<file path="src/rtl/prescaled_counter.sv">
// rtl/prescaled_counter.sv - up/down counter with prescaler, compare-match status and debug halt
// Optional PRESCALED_COUNTER_AUTO_RELOAD_EN adds auto_reload: a match reloads load_val (periodic mode).
module prescaled_counter #(
    parameter int CNT_W = 64,
    parameter int DIV_W = 8
) (
    input  logic             sys_clk,
    input  logic             sys_rst_n,
    input  logic             timer_en,
    input  logic             div_en,
    input  logic [DIV_W-1:0] clk_div,
    input  logic             halt_req,
    input  logic             dir,
    input  logic             load,
    input  logic [CNT_W-1:0] load_val,
    input  logic [CNT_W-1:0] cmp_val,
    input  logic             int_en,
    input  logic             int_clr,
`ifdef PRESCALED_COUNTER_AUTO_RELOAD_EN
    input  logic             auto_reload,
`endif
    output logic [CNT_W-1:0] cnt,
    output logic             int_st,
    output logic             int_o,
    output logic             halt_ack
);

    logic [DIV_W-1:0] presc;
    logic             active;
    logic             tick;
    logic             match;
    logic             reload_hit;

    // Load pre-empts everything, so neither a tick nor a match can occur in a load cycle.
    assign active = !load && timer_en && !halt_req;
    // >= (not ==) lets a lowered clk_div end the current period at once.
    assign tick   = active && (!div_en || (presc >= clk_div));
    assign match  = tick && (cnt == cmp_val);

`ifdef PRESCALED_COUNTER_AUTO_RELOAD_EN
    assign reload_hit = match && auto_reload;
`else
    assign reload_hit = 1'b0;
`endif

    assign int_o = int_st && int_en;

    always_ff @(posedge sys_clk or negedge sys_rst_n) begin
        if (!sys_rst_n) begin
            cnt      <= '0;
            presc    <= '0;
            int_st   <= 1'b0;
            halt_ack <= 1'b0;
        end else begin
            halt_ack <= halt_req && timer_en;

            if (match) begin
                int_st <= 1'b1;
            end else if (int_clr) begin
                int_st <= 1'b0;
            end

            if (load) begin
                cnt   <= load_val;
                presc <= '0;
            end else if (!timer_en) begin
                presc <= '0;
            end else if (!halt_req) begin
                if (!div_en || tick) begin
                    presc <= '0;
                end else begin
                    presc <= presc + DIV_W'(1);
                end

                if (reload_hit) begin
                    cnt <= load_val;
                end else if (tick) begin
                    cnt <= dir ? (cnt - CNT_W'(1)) : (cnt + CNT_W'(1));
                end
            end
        end
    end

endmodule

</file>
<file path="config.mk">
export PLATFORM = sky130hd
export DESIGN_NAME = prescaled_counter
export DESIGN_NICKNAME = d
export VERILOG_FILES = /design/src/rtl/prescaled_counter.sv
export SDC_FILE = /design/constraint.sdc
export NUM_CORES = 1
export LEC_CHECK = 0
export CELL_PAD_IN_SITES_DETAIL_PLACEMENT = 1
export CELL_PAD_IN_SITES_GLOBAL_PLACEMENT = 2
export CORE_MARGIN = 2
export CORE_UTILIZATION = 34
export CTS_BUF_LIST = sky130_fd_sc_hd__clkbuf_4
export DETAILED_ROUTE_END_ITERATION = 7
export DONT_BUFFER_PORTS = 1
export PLACE_DENSITY_LB_ADDON = 0.1
export SYNTH_ARGS = -nofsm -noshare
export SYNTH_HDL_FRONTEND = slang
export SYNTH_SLANG_ARGS = --single-unit
export TNS_END_PERCENT = 10
</file>
<file path="constraint.sdc">
create_clock -name sys_clk -period 3.11 [get_ports sys_clk]
set_clock_uncertainty 0.2 [all_clocks]
set_input_delay 0.1555 -clock sys_clk [delete_from_list [all_inputs] [get_ports sys_clk]]
set_output_delay 0.1555 -clock sys_clk [all_outputs]
set_load 0.01 [all_outputs]
</file>
# Word level (Yosys, flattened, before mapping)
# Cells that the tools add are included.
# totals
regBits	74
out_inout_bits	67
word_cells	37
# op_classes
addsub	3
magnitude_cmp	1
n_eq_ne	3
mux	11
n_reduce_logical	15
# ops
cell	n
$mux W64	5
$add A64 B1 Y64 const B	1
$eq A64 B64 Y1	1
$sub A64 B1 Y64 const B	1
$mux W8	4
$add A8 B1 Y8 const B	1
$ge A8 B8 Y1	1
$logic_and A1 B1 Y1	6
$reduce_bool A2 Y1	3
$logic_not A1 Y1	3
$ne A3 B2 Y1 const B	1
$reduce_and A3 Y1	1
$logic_or A1 B1 Y1	2
$mux W1	2
$ne A2 B1 Y1 const B	1

# Longest topological paths before layout
# depth
depth_word	9
mapped_depth	14
mapped_depth_nobuf	12

# Least setup slack after synthesis
# OpenSTA, ideal clock, no wires.
# synth_timing
kind	register to register
from	register cnt[0]
to	register cnt[56]
setup_time_ps	131
arrival_time_ps	2892
t_required_ps	2779
setup_slack_ps	-113
path_stages_with_launch	12
path_cell_list	dfrtp_1 fa_1 a21oi_1 o211ai_2 a221o_1 a21oi_1 o21ai_2 a221o_2 and3_4 o2111ai_2 or3_1 nand3_1
# synth_via
elab_chain_cells	6
word_cells_on_any_way	7
classes_between	2 x add/sub; 5 x mux
# synth_lines
element	line_no	source
from (decl)	22	output logic [CNT_W-1:0] cnt,
from (signal assigned)	64	cnt <= load_val;
from (signal assigned)	76	cnt <= load_val;
from (signal assigned)	78	cnt <= dir ? (cnt - CNT_W'(1)) : (cnt + CNT_W'(1));
$add A64 B1 Y64 / $sub A64 B1 Y64 (equally long branches)	78	
$mux W64 (*)	78	
$mux W64 (*)	77	end else if (tick) begin
$mux W64 (*)	68	end else if (!halt_req) begin
$mux W64 (*)	66	end else if (!timer_en) begin
$mux W64 (*)	63	if (load) begin
# Mark *: on every way between the ends. The rest lies on a longest branch, timed or not. The select of a mux whose other input is x is not followed.
# A chain may end at the register's enable or synchronous reset.

# Worst setup path in the final report
# Ends and elaborated chain as after synthesis.

==> impl_metrics.env <==
export IMPL_run_status="finished, violations left"
export IMPL_failed_checks="hold timing, setup timing"
export IMPL_final_util_pct=49.4
export IMPL_drive_gt1_share_pct=24.9
export IMPL_start_util_pct=34.5
export IMPL_r2r_end="cnt[56]"
export IMPL_dp_hpwl_mm=28.0
export IMPL_io_buffers=0
export IMPL_core_mm2=0.0225
export IMPL_num_nets_final=1434
export IMPL_yosys_top_cells_count="xnor2_1, o21ai_0, nand2_1"
export IMPL_cp_required_ns=3.29
export IMPL_drt_iter0_markers=408
export IMPL_routed_wl_mm=36.7
export IMPL_dp_cells=1384
export IMPL_yosysWarnings=0
export IMPL_maxCapViolations=0
export IMPL_seqPwrFrac_pct=25.3
export IMPL_antenna_found_initial=1
export IMPL_p_leak_uw=0.00471
export IMPL_fin_crit_ns=3.33
export IMPL_crit_path_max_incr_delay_ns=0.45
export IMPL_cts_sinks=74
export IMPL_synth_top_area_share_pct=23.9
export IMPL_power_switching_uw=2030
export IMPL_postLayoutSetupSlackWorst_ns=-0.218
export IMPL_gp_congestion=0.947
export IMPL_total_power_uw=4570
export IMPL_cp_top_family="compound AO/OA/AOI/OAI gates"
export IMPL_fillers=2646
export IMPL_peakVddDrop_mv=0.184
export IMPL_drc=0
export IMPL_antenna_left=0
export IMPL_arrival_ns=3.51
export IMPL_cp_slowest_cell="dfrtp_2"
export IMPL_r2r_slack_ns=-0.22
export IMPL_tightest_slew_ns=0.621
export IMPL_netSwitchingFraction_pct=44.5
export IMPL_cp_max_fo=4
export IMPL_die_x_um=155
export IMPL_synth_cell_types=67
export IMPL_clockBufferDepth=2
export IMPL_syn_inst=959
export IMPL_die_h_um=155
export IMPL_final_area_mm2=0.0111
export IMPL_setup_tns_ns=-1.15
export IMPL_vias=8789
export IMPL_row_count=55
export IMPL_dpl_cell_area_mm2=0.00937
export IMPL_grt_pass1_wl_mm=55.4
export IMPL_crit_end="cnt[56]"
export IMPL_multi_input_area_mm2=0.00611
export IMPL_grt_max_degree=75
export IMPL_startpoint_type="flip-flop"
export IMPL_final_seq_area_mm2=0.00185
export IMPL_wl_per_cell_um=24.3
export IMPL_internal_power_uw=2540
export IMPL_overflow=0
export IMPL_r2r_start="cnt[0]"
export IMPL_synth_top_cells_by_area="dfrtp_1, ha_1, xnor2_1"
export IMPL_synthArstFlopShare_pct=100
export IMPL_dieArea_mm2=0.0241
export IMPL_synth_largest_area_cell="dfrtp_1"
export IMPL_pin_count=212
export IMPL_cts_made_buffers=9
export IMPL_netlist_area_mm2=0.00776
export IMPL_fmax_mhz=301
export IMPL_htreeDepth=3
export IMPL_root_buffer="clkbuf_4"
export IMPL_area_growth_synth_to_final_pct=43.1
export IMPL_ff2ff_path_depth=12
export IMPL_seq_area_frac_synth_pct=23.9
export IMPL_rsz0062_at_grt="true"
export IMPL_fin_crit_sh_pct=107
export IMPL_crit_chain="fa_2, a21oi_4, o211ai_2, buf_4, a221o_1, a21oi_2, o21ai_2, a221o_2, and3_4, o2111ai_2, or3_1, nand3_1"
export IMPL_syn_avg_cell_area_um2=8.09
export IMPL_drt_first_pass_iters=4
export IMPL_cts_tree="done"
export IMPL_hold_viol=17
export IMPL_synth_edf_count=0
export IMPL_finalSetupViolCount=13
export IMPL_maxSlewViolCount=0
export IMPL_routed_via_density=5.83
export IMPL_synth_seq_cells=74
export IMPL_synthFlopType="dfrtp_1"
export IMPL_crit_start="cnt[0]"
export IMPL_grt_total_usage_pct=29.9
export IMPL_critical_path_class="reg -> reg"
export IMPL_clk_latency_ns=0.51
export IMPL_comb_power_share_pct=58.7
export IMPL_hp_class="in -> async"
export IMPL_critPathBufInv=1
export IMPL_power_share_clock_pct=16.0
export IMPL_maxSlewHeadroom_pct=58.3
export IMPL_holdWs_ns=-0.0609
export IMPL_stdcell_count=1508
export IMPL_synth_nets=1176
export IMPL_cp_end_kind="flip-flop"
export IMPL_yosysMostFrequentCell="xnor2_1"
export IMPL_cts_reportedPaths_clkPinSlew_ns=0.16
export IMPL_cp_depth=12
export IMPL_grt_pass1_vias=9402
export IMPL_power_density_mw_per_mm2=412
-- power groups by stage --
stage	combinational (µW)	clock, µW	sequential (µW)
after global placement	2260	0	1160
final	2690	729	1160
after CTS	2530	747	1150
after detailed placement	2300	0	1170
after floorplan	1270	0	1220
after global routing	2890	779	1170
-- final cells by class --
class	count	share of cell area [%]
multi-input combinational	811	55.0
clock buffer	9	0.608
sequential	74	16.7
clock inverter	7	0.687
inverter	28	0.946
tap	285	3.21
antenna	1	0.0225
timing repair buffer	293	22.8
-- cells by family after synthesis --
logic type                 count (synthesis)  synth area share (%)
buffers and inverters                     74                  3.92
AOI/OAI and AO/OA                        344                  29.4
DFF                                       74                  23.9
muxes                                      3                 0.403
adders and majority gates                 72                  11.7
and+or+nand+nor                          272                  17.1
xor gates and xnor gates                 120                  13.5
-- cells in the final DEF (no fill, tap or decap), types with 22 or more instances in the layout --
master	count
xor2_1	22
a22oi_1	39
nand4_1	35
ha_1	57
xnor2_1	91
dfrtp_1	73
nand2_1	83
dlygate4sd3_1	93
nor2_1	52
buf_4	191
inv_1	28
o21ai_0	73
a21oi_1	70
-- how the worst min path moves through the flow --
stage | from | end | cells after the start | slack [ns]
2_1_floorplan | sys_rst_n | cnt[0] | 0 | -0.34
3_3_place_gp | sys_rst_n | cnt[5] | 0 | -0.34
3_5_place_dp | sys_rst_n | cnt[7] | 0 | -0.34
4_1_cts | dir | cnt[63] | 5 | 0.001
5_1_grt | dir | cnt[26] | 4 | -0.002
6_report | sys_rst_n | cnt[6] | 2 | -0.06
-- metal layers --
metal	vias up	global-route usage (%)	part of all wire [%]
li1	4088	-	-
met5	-	0	0
met3	37	3.65	4.2
met4	0	6.22	2.0
met2	222	53.3	50
met1	4442	38.9	44
-- through the flow --
stage / hold WS, ns / worst slack, ns
global placement: -0.338 / -0.324
CTS: 0.00128 / -0.167
floorplan: -0.340 / 0.0164
detailed placement: -0.339 / -0.366
global route: -0.00153 / -0.305
finish: -0.0609 / -0.218
-- state kept, by name, summed over array words and instances (netlist names) --
signal	flops
cnt	64
halt_ack	1
int_st	1
presc	8
-- repair_timing --
item	CTS	global route
hold buffers	96	0
pin swaps	10	40
resized for setup	30	72
hold endpoints to repair	147	0
setup endpoints to repair	30	45
buffers inserted	5	7
Note: power is estimated with default switching activity, not from simulation.
